$ cat config.mk
export PLATFORM = sky130hd
export DESIGN_NAME = pipe_stage_reg
export DESIGN_NICKNAME = d
export VERILOG_FILES = /design/src/rtl/pipe_pkg.sv /design/src/rtl/pipe_stage_reg_sat_counter.sv /design/src/rtl/pipe_stage_reg.sv
export SDC_FILE = /design/constraint.sdc
export NUM_CORES = 1
export LEC_CHECK = 0
export ABC_CLOCK_PERIOD_IN_PS = 2150
export CORE_UTILIZATION = 35
export CTS_BUF_LIST = sky130_fd_sc_hd__clkbuf_8
export CTS_CLUSTER_DIAMETER = 100
export DETAILED_ROUTE_END_ITERATION = 8
export SYNTH_ARGS = -nofsm -noshare
export SYNTH_HDL_FRONTEND = slang
export SYNTH_SLANG_ARGS = --single-unit
$ cat constraint.sdc
create_clock -name clk -period 2.15 [get_ports clk]
set_input_delay 0.215 -clock clk [delete_from_list [all_inputs] [get_ports clk]]
set_output_delay 0.215 -clock clk [all_outputs]
set_load 0.005 [all_outputs]
$ cat src/rtl/pipe_pkg.sv
// Shared stage-payload layout, NOP payload constants and stage-register state encoding.
// Pure declarations; no logic and no latency.
// No backpressure behaviour of its own.
package pipe_pkg;

    // Field widths of the inter-stage payload bundle
    localparam int AluOpBusW   = 8;
    localparam int AluSelBusW  = 3;
    localparam int RegBusW     = 32;
    localparam int RegAddrBusW = 5;
    localparam int STAGE_W     = AluOpBusW + AluSelBusW + 2 * RegBusW + RegAddrBusW + 1;

    // Field values that make up a bubble: no operation, no register write
    localparam logic [AluOpBusW-1:0]   EXE_NOP_OP   = 8'b0000_0000;
    localparam logic [AluSelBusW-1:0]  EXE_RES_NOP  = 3'b000;
    localparam logic [RegBusW-1:0]     ZeroWord     = 32'h0000_0000;
    localparam logic [RegAddrBusW-1:0] NOPRegAddr   = 5'b00000;
    localparam logic                   WriteDisable = 1'b0;

    typedef struct packed {
        logic [AluOpBusW-1:0]   aluop;
        logic [AluSelBusW-1:0]  alusel;
        logic [RegBusW-1:0]     reg1;
        logic [RegBusW-1:0]     reg2;
        logic [RegAddrBusW-1:0] wd;
        logic                   wreg;
    } stage_t;

    // Occupancy of a stage register: main empty, main only, main plus skid
    typedef enum logic [1:0] {
        EMPTY = 2'd0,
        ONE   = 2'd1,
        FULL  = 2'd2
    } state_t;

    // Bubble payload assembled from the individual field constants
    function automatic stage_t nop_stage();
        stage_t s;
        s.aluop  = EXE_NOP_OP;
        s.alusel = EXE_RES_NOP;
        s.reg1   = ZeroWord;
        s.reg2   = ZeroWord;
        s.wd     = NOPRegAddr;
        s.wreg   = WriteDisable;
        return s;
    endfunction

endpackage

$ cat src/rtl/pipe_stage_reg_sat_counter.sv
// Saturating up-counter used for stall accounting.
// Count visible one cycle after the inc cycle.
// No handshake; holds at all-ones instead of wrapping.
module sat_counter #(
    parameter int CNT_W = 16
) (
    input  logic             clk,
    input  logic             rst,
    input  logic             inc,
    output logic [CNT_W-1:0] count
);

    localparam logic [CNT_W-1:0] CNT_MAX = {CNT_W{1'b1}};
    localparam logic [CNT_W-1:0] CNT_ONE = {{(CNT_W-1){1'b0}}, 1'b1};

    // Count requested cycles, sticking at the maximum value
    always_ff @(posedge clk) begin
        if (rst) begin
            count <= '0;
        end else if (inc && (count != CNT_MAX)) begin
            count <= count + CNT_ONE;
        end
    end

endmodule

$ cat src/rtl/pipe_stage_reg.sv
// Inter-stage pipeline register with valid/ready handshake, flush, NOP bubble output and stall counter.
// One cycle from accept to out_data; full throughput with out_ready held high.
// SKID=1: two-entry skid buffer, in_ready from a flop; SKID=0: single entry, in_ready combinational.
module pipe_stage_reg
    import pipe_pkg::*;
#(
    parameter int                 DATA_W    = STAGE_W,
    parameter logic [DATA_W-1:0]  NOP_VALUE = '0,
    parameter int                 SKID      = 1,
    parameter int                 CNT_W     = 16
) (
    input  logic              clk,
    input  logic              rst,
    input  logic              flush,
    input  logic              in_valid,
    output logic              in_ready,
    input  logic [DATA_W-1:0] in_data,
    output logic              out_valid,
    input  logic              out_ready,
    output logic [DATA_W-1:0] out_data,
    output logic [CNT_W-1:0]  stall_cnt
);

    logic stall_inc;

    // A stall cycle is a valid payload that downstream refuses
    assign stall_inc = out_valid && !out_ready;

    sat_counter #(
        .CNT_W (CNT_W)
    ) u_stall_cnt (
        .clk   (clk),
        .rst   (rst),
        .inc   (stall_inc),
        .count (stall_cnt)
    );

    generate
        if (SKID != 0) begin : g_skid
            state_t            state;
            logic [DATA_W-1:0] main_q;
            logic [DATA_W-1:0] skid_q;
            logic              ready_q;
            logic              accept;
            logic              consume;

            assign accept   = in_valid && ready_q;
            assign consume  = (state != EMPTY) && out_ready;
            assign in_ready = ready_q;
            assign out_valid = (state != EMPTY);
            // main_q is parked at NOP_VALUE whenever empty, so out_data is a pure flop output
            assign out_data = main_q;

            // Occupancy FSM; ready_q is precomputed so upstream never sees a combinational path from out_ready
            always_ff @(posedge clk) begin
                if (rst || flush) begin
                    state   <= EMPTY;
                    main_q  <= NOP_VALUE;
                    skid_q  <= NOP_VALUE;
                    ready_q <= 1'b1;
                end else begin
                    case (state)
                        EMPTY: begin
                            if (accept) begin
                                main_q <= in_data;
                                state  <= ONE;
                            end
                        end
                        ONE: begin
                            if (accept && consume) begin
                                main_q <= in_data;
                            end else if (accept) begin
                                skid_q  <= in_data;
                                state   <= FULL;
                                ready_q <= 1'b0;
                            end else if (consume) begin
                                main_q <= NOP_VALUE;
                                state  <= EMPTY;
                            end
                        end
                        FULL: begin
                            if (consume) begin
                                main_q  <= skid_q;
                                skid_q  <= NOP_VALUE;
                                state   <= ONE;
                                ready_q <= 1'b1;
                            end
                        end
                        default: begin
                            state   <= EMPTY;
                            main_q  <= NOP_VALUE;
                            skid_q  <= NOP_VALUE;
                            ready_q <= 1'b1;
                        end
                    endcase
                end
            end
        end else begin : g_single
            state_t            state;
            logic [DATA_W-1:0] main_q;
            logic              accept;

            assign in_ready  = (state == EMPTY) || out_ready;
            assign accept    = in_valid && in_ready;
            assign out_valid = (state != EMPTY);
            assign out_data  = main_q;

            // Single-entry register: reload on every accept, drop to a bubble when drained
            always_ff @(posedge clk) begin
                if (rst || flush) begin
                    state  <= EMPTY;
                    main_q <= NOP_VALUE;
                end else begin
                    case (state)
                        EMPTY: begin
                            if (accept) begin
                                main_q <= in_data;
                                state  <= ONE;
                            end
                        end
                        ONE: begin
                            if (accept) begin
                                main_q <= in_data;
                            end else if (out_ready) begin
                                main_q <= NOP_VALUE;
                                state  <= EMPTY;
                            end
                        end
                        default: begin
                            state  <= EMPTY;
                            main_q <= NOP_VALUE;
                        end
                    endcase
                end
            end
        end
    endgenerate

endmodule

=== Word-level counts from Yosys, hierarchy flattened ===
Cells that the tools add are included.

* Bits in registers: 181
* Latch bits: 0
* Memory bits (writable): 0
* Memory bits (read-only): 0
* Input bits: 86
* Output and inout port bits: 99
* Word-level logic and storage cells: 47
* Memories kept: 0

* $add $sub $neg: 1
* $mul: 0
* Divide/modulo/power cells: 0
* Order comparisons: 0
* Equal/unequal tests: 10
* Shifts and indexed selects: 0
* Muxes and demuxes: 18
* Bitwise gates (word level): 1
* Reduce and logical (&&, ||, !) cells: 12

{| class="wikitable"
|+ Operator list
! cell !! count
|-
| $mux W81 || 6
|-
| $pmux W81 S3 || 2
|-
| $add A16 B1 Y16 const B || 1
|-
| $ne A16 B16 Y1 const B || 1
|-
| $reduce_and A4 Y1 || 3
|-
| $mux W2 || 5
|-
| $ne A3 B3 Y1 const B || 3
|-
| $ne A2 B2 Y1 const B || 4
|-
| $pmux W2 S3 || 1
|-
| $logic_and A1 B1 Y1 || 5
|-
| $mux W1 || 3
|-
| $pmux W1 S3 || 1
|-
| $eq A2 B1 Y1 const B || 1
|-
| $eq A2 B2 Y1 const B || 1
|-
| $logic_not A2 Y1 || 1
|-
| $reduce_bool A2 Y1 || 1
|-
| $logic_not A1 Y1 || 1
|-
| $logic_or A1 B1 Y1 || 1
|-
| $not A1 Y1 || 1
|}

=== Depth between registers and ports, before layout ===
* Depth after elaboration: 6
* Mapped depth: 7
* Gate-level depth less buffers: 5

=== Hierarchy ===
Synthesis repeated with hierarchy kept, for this count alone.

* Cells, all modules: 957
* Area total of the unflattened synthesis: 9715.6 µm²

{| class="wikitable"
|+ By module, submodules not included
! module !! times used !! cells an instance !! area each (µm²) !! seq. area each (µm²)
|-
| pipe_stage_reg || 1 || 858 || 8867.3 || 3303.2
|-
| sat_counter || 1 || 99 || 848.3 || 320.3
|}

=== Worst setup path before layout ===
Ideal clock, no wire load.

* Kind: reg-to-reg
* Start point: reg u_stall_cnt.count[0]
* End point: reg u_stall_cnt.count[9]
* Setup time: 0.123 ns
* Arrival time: 1.645 ns
* Required time: 2.027 ns
* Slack: 0.382 ns
* Stages on the path, launching flop included: 6
* Path buffers: 0
* Clock period less this slack: 1.768 ns
* Cell sequence: dfxtp_1 > ha_1 > nand3_1 > nor4_1 > or4b_1 > mux2_1

* Cells in the longest elaborated chain, start to end: 2
* Elaborated cells between the ends (all ways): 3
* Those cells by class: add/sub: 1; eq/ne: 1; reduce/logical: 1

{| class="wikitable"
|+ Ends and longest elaborated chain
! what !! line !! RTL
|-
| start: declaration || pipe_stage_reg_sat_counter.sv:10 || <nowiki>output logic [CNT_W-1:0] count</nowiki>
|-
| start signal: assignment || pipe_stage_reg_sat_counter.sv:21 || <nowiki>count <= count + CNT_ONE;</nowiki>
|-
| branches (longest 2 deep; another with $add A16 B1 Y16) || - ||
|}

Several ways; the timed one is not identified.
A chain may end at the register's enable or synchronous reset.

=== Worst setup path after layout ===
* Start point: reg g_skid.state[0]
* End point: out out_valid

* Cells in the longest elaborated chain, start to end: 1

{| class="wikitable"
|+ Ends and longest elaborated chain
! what !! line !! RTL
|-
| start: declaration || pipe_stage_reg.sv:40 || <nowiki>state_t state;</nowiki>
|-
| start signal: assignment || pipe_stage_reg.sv:57 || <nowiki>state <= EMPTY;</nowiki>
|-
| start signal: assignment || pipe_stage_reg.sv:66 || <nowiki>state <= ONE;</nowiki>
|-
| start signal: assignment || pipe_stage_reg.sv:74 || <nowiki>state <= FULL;</nowiki>
|-
| $reduce_bool A2 Y1 || pipe_stage_reg.sv:50 || <nowiki>assign out_valid = (state != EMPTY);</nowiki>
|-
| end: declaration || pipe_stage_reg.sv:18 || <nowiki>output logic out_valid,</nowiki>
|}

Every way passes these cells.

==> flow_summary.ini <==
[power_and_ir_drop]
power_frac_seq_pct = 51.4
power_density_nw_per_um2 = 731
combPwrFrac_pct = 10.2
p_sw_mw = 1.62
internal_power_mw = 5.08
power_leakage_nw = 3.11
vdd_ir_drop_max_v = 0.000360
p_clk_share_pct = 38.3
swShare_pct = 24.2

[timing]
max_slew.worst_pin.slew_ns = 0.477
fin_hold_ws_ns = 0.390
fin_crit_sh_pct = 91.6
setup_tns_ns = 0
drv_slew = 0
maxSlewHeadroom_pct = 67.9
finalSetupViolations = 0
fmax_mhz = 508
rsz0062_at_grt = no
hold_violations = 0
clock_skew_ns = 0.0125
min_period_ns = 1.97

[grt]
grt_max_degree = 84
grt.total_usage_pct = 19.5
grt_pass1_vias = 5926
grt_pass1_wl_um = 30300
grt-ovfl-total = 0
grt_antenna_before_repair = 0

[cells_and_area]
syn2layout_area_growth_pct = 37.5
antennaDiodeCount = 0
fin_nets = 914
final_area_um2 = 9160
drive_above_1_share_pct = 7.50

[placed_design]
dpl.hpwl_um = 11900
portBuffers = 184
gp_congestion = 0.781
place_area_um2 = 8710

[critical_path]
slowest_stage = dfxtp_1
crit_end = out_valid
critPathKind = flop to output pin
rr_startpoint = u_stall_cnt.count[1]
worstPathRequired_ns = 1.93
crit_arrival_ns = 1.75
crit_buf_inv = 1
critical_path.startpoint_type = flop
ff2ff_path_depth = 5
slowest_delay_ns = 0.59
crit_start = g_skid.state[0]
cpLargestDelayFamily = flip-flops
critical_path_depth = 2
crit_fanout = 10
setup.worst_path.end_class = output pin
worstPathCellList = or2_2 -> clkdlybuf4s50_1
r2r_slack_ns = 0.21
r2r_end = u_stall_cnt.count[10]

[synthesis]
ys_top_cells_by_area = dfxtp_1 54%, a222oi_1 12%, nor2_1 9.6%
ys_types = 46
yosysSeqAreaShare_pct = 54.4
yosys.area.top_type = dfxtp_1
synth_area_um2 = 6660
synth_top_cell_area_share_pct = 54.4
synth_edf_count = 0
ys_ff_latch = 181
ys_warn_count = 0
synth_common_cells = 181 x dfxtp_1, 171 x nor2_1, 81 x a222oi_1, 81 x a22oi_1, 37 x clkbuf_1
ys.flop_type = dfxtp_1
syn_nets = 760
synth_most_common_cell = dfxtp_1
avgSynthCellArea_um2 = 9.90
syn_inst = 673
postSynth.asyncResetShare_pct = 0

[clock_tree]
cts_tree = yes
hold_buffers = 0
cts_resized = 0
clock-sinks = 181
cts_setup_buffers = 0
clock_latency_ns = 0.46
numCtsBuffers = 17
htree_levels = 4
cts-root-buf = clkbuf_8
cts_buffer_depth = 2
path_clk_slew_ns = 0.10

[worst_hold_path]
min_path_type = input port to flop
hold_path_depth = 3

[detailed_routing]
wl_per_cell_um = 18.1
drcViolationCount = 0
ant_nets = 0
wl_um = 19400
vias = 6232
vias_per_cell = 5.80
dr.first_iter.drc_count = 646
firstDrtPassIters = 8

[die]
io_pins = 185
initial_core_util_pct = 35.6
core_area_um2 = 18700
die_w_um = 140
die_h_um = 140
fp-row-count = 50
dieArea_um2 = 19600

[run]
cap_violations = 0

[run_status]
outcome = complete, no violations
sequential cells by signal (all words and copies together), names as in the netlist:
name / flops
g_skid.skid_q: 81
in_ready: 1
g_skid.state: 2
out_data: 81
u_stall_cnt.count: 16
kinds of logic (layout without fill, tap and decap cells):
family                     count (synthesis)  after routing  synth area share [%]
and+or+nand+nor                          223            223                  14.7
buffers and inverters                     70            237                  5.52
xor gates and xnor gates                   1              1                 0.132
AOI/OAI and AO/OA                        195            195                  24.7
muxes                                      2              2                 0.338
adders and majority gates                  1              1                 0.188
DFF                                      181            181                  54.4
final cells by class:
cell class / count / area [um^2]
clock inverter: 14 / 199
sequential: 181 / 3620
timing repair buffer: 203 / 2100
clock buffer: 18 / 248
fill: 1713 / 9540
multi-input combinational: 422 / 2690
tap: 234 / 293
inverter: 2 / 7.51
routing by layer:
metal | up-vias | global-route usage [%] | share of wire (%) | routed length (um)
met4 | 0 | 8.10 | 2.0 | 384
li1 | 2880 | - | - | -
met5 | - | 0 | 0 | 0
met2 | 268 | 31.9 | 47 | 9070
met3 | 29 | 5.20 | 8.1 | 1570
met1 | 3055 | 24.1 | 43 | 8390
placed cells by master, fill, tap and decap left out, types with 2 or more instances in the layout:
cell	count
inv_1	3
o21ai_0	6
nor2b_1	4
nor2_1	171
o21a_1	3
nand4_1	5
o41ai_1	2
inv_6	3
nor3_1	5
bufinv_16	4
a222oi_1	81
buf_4	10
o31ai_1	2
or4b_1	2
dfxtp_1	181
buf_12	9
or3_1	5
a22oi_1	81
clkbuf_8	18
clkinv_4	5
nand2_1	6
a31oi_1	2
a21oi_1	11
or4_1	2
nand3_1	6
nor4_1	3
o21ai_1	2
clkdlybuf4s50_1	184
power by group through the flow:
| stage | sequential (mW) | clock (mW) | combinational (mW) |
|---|---|---|---|
| after detailed placement | 3.52 | 0 | 0.684 |
| after global routing | 3.45 | 2.79 | 0.733 |
| after global placement | 3.52 | 0 | 0.666 |
| after CTS | 3.44 | 2.64 | 0.689 |
| final | 3.44 | 2.57 | 0.685 |
| after floorplan | 3.52 | 0 | 0.304 |
tightest hold or removal path, delay by kind of cell:
kind | cells | cell delay [ns]
simple gates | 1 | 0.07
buf+inv | 1 | 0.48
compound gates | 1 | 0.06
per-stage QoR:
stage	total power [mW]	util, %	setup WS, ns	std cells
2_1_floorplan	3.82	-	0.382	673
3_3_place_gp	4.19	46.6	0.0824	1042
3_5_place_dp	4.21	46.6	0.000166	1042
4_1_cts	6.78	49.0	0.144	1074
5_1_grt	6.98	49.0	0.0555	1074
6_report	6.70	49.0	0.181	1074
worst min-delay path by stage:
stage / from / end
after floorplan: flush / in_ready
after global placement: g_skid.skid_q[77] / out_data[77]
after detailed placement: g_skid.skid_q[80] / out_data[80]
after CTS: flush / in_ready
after global routing: in_data[8] / g_skid.skid_q[8]
final: flush / in_ready
(Power assumes the default switching activity.)
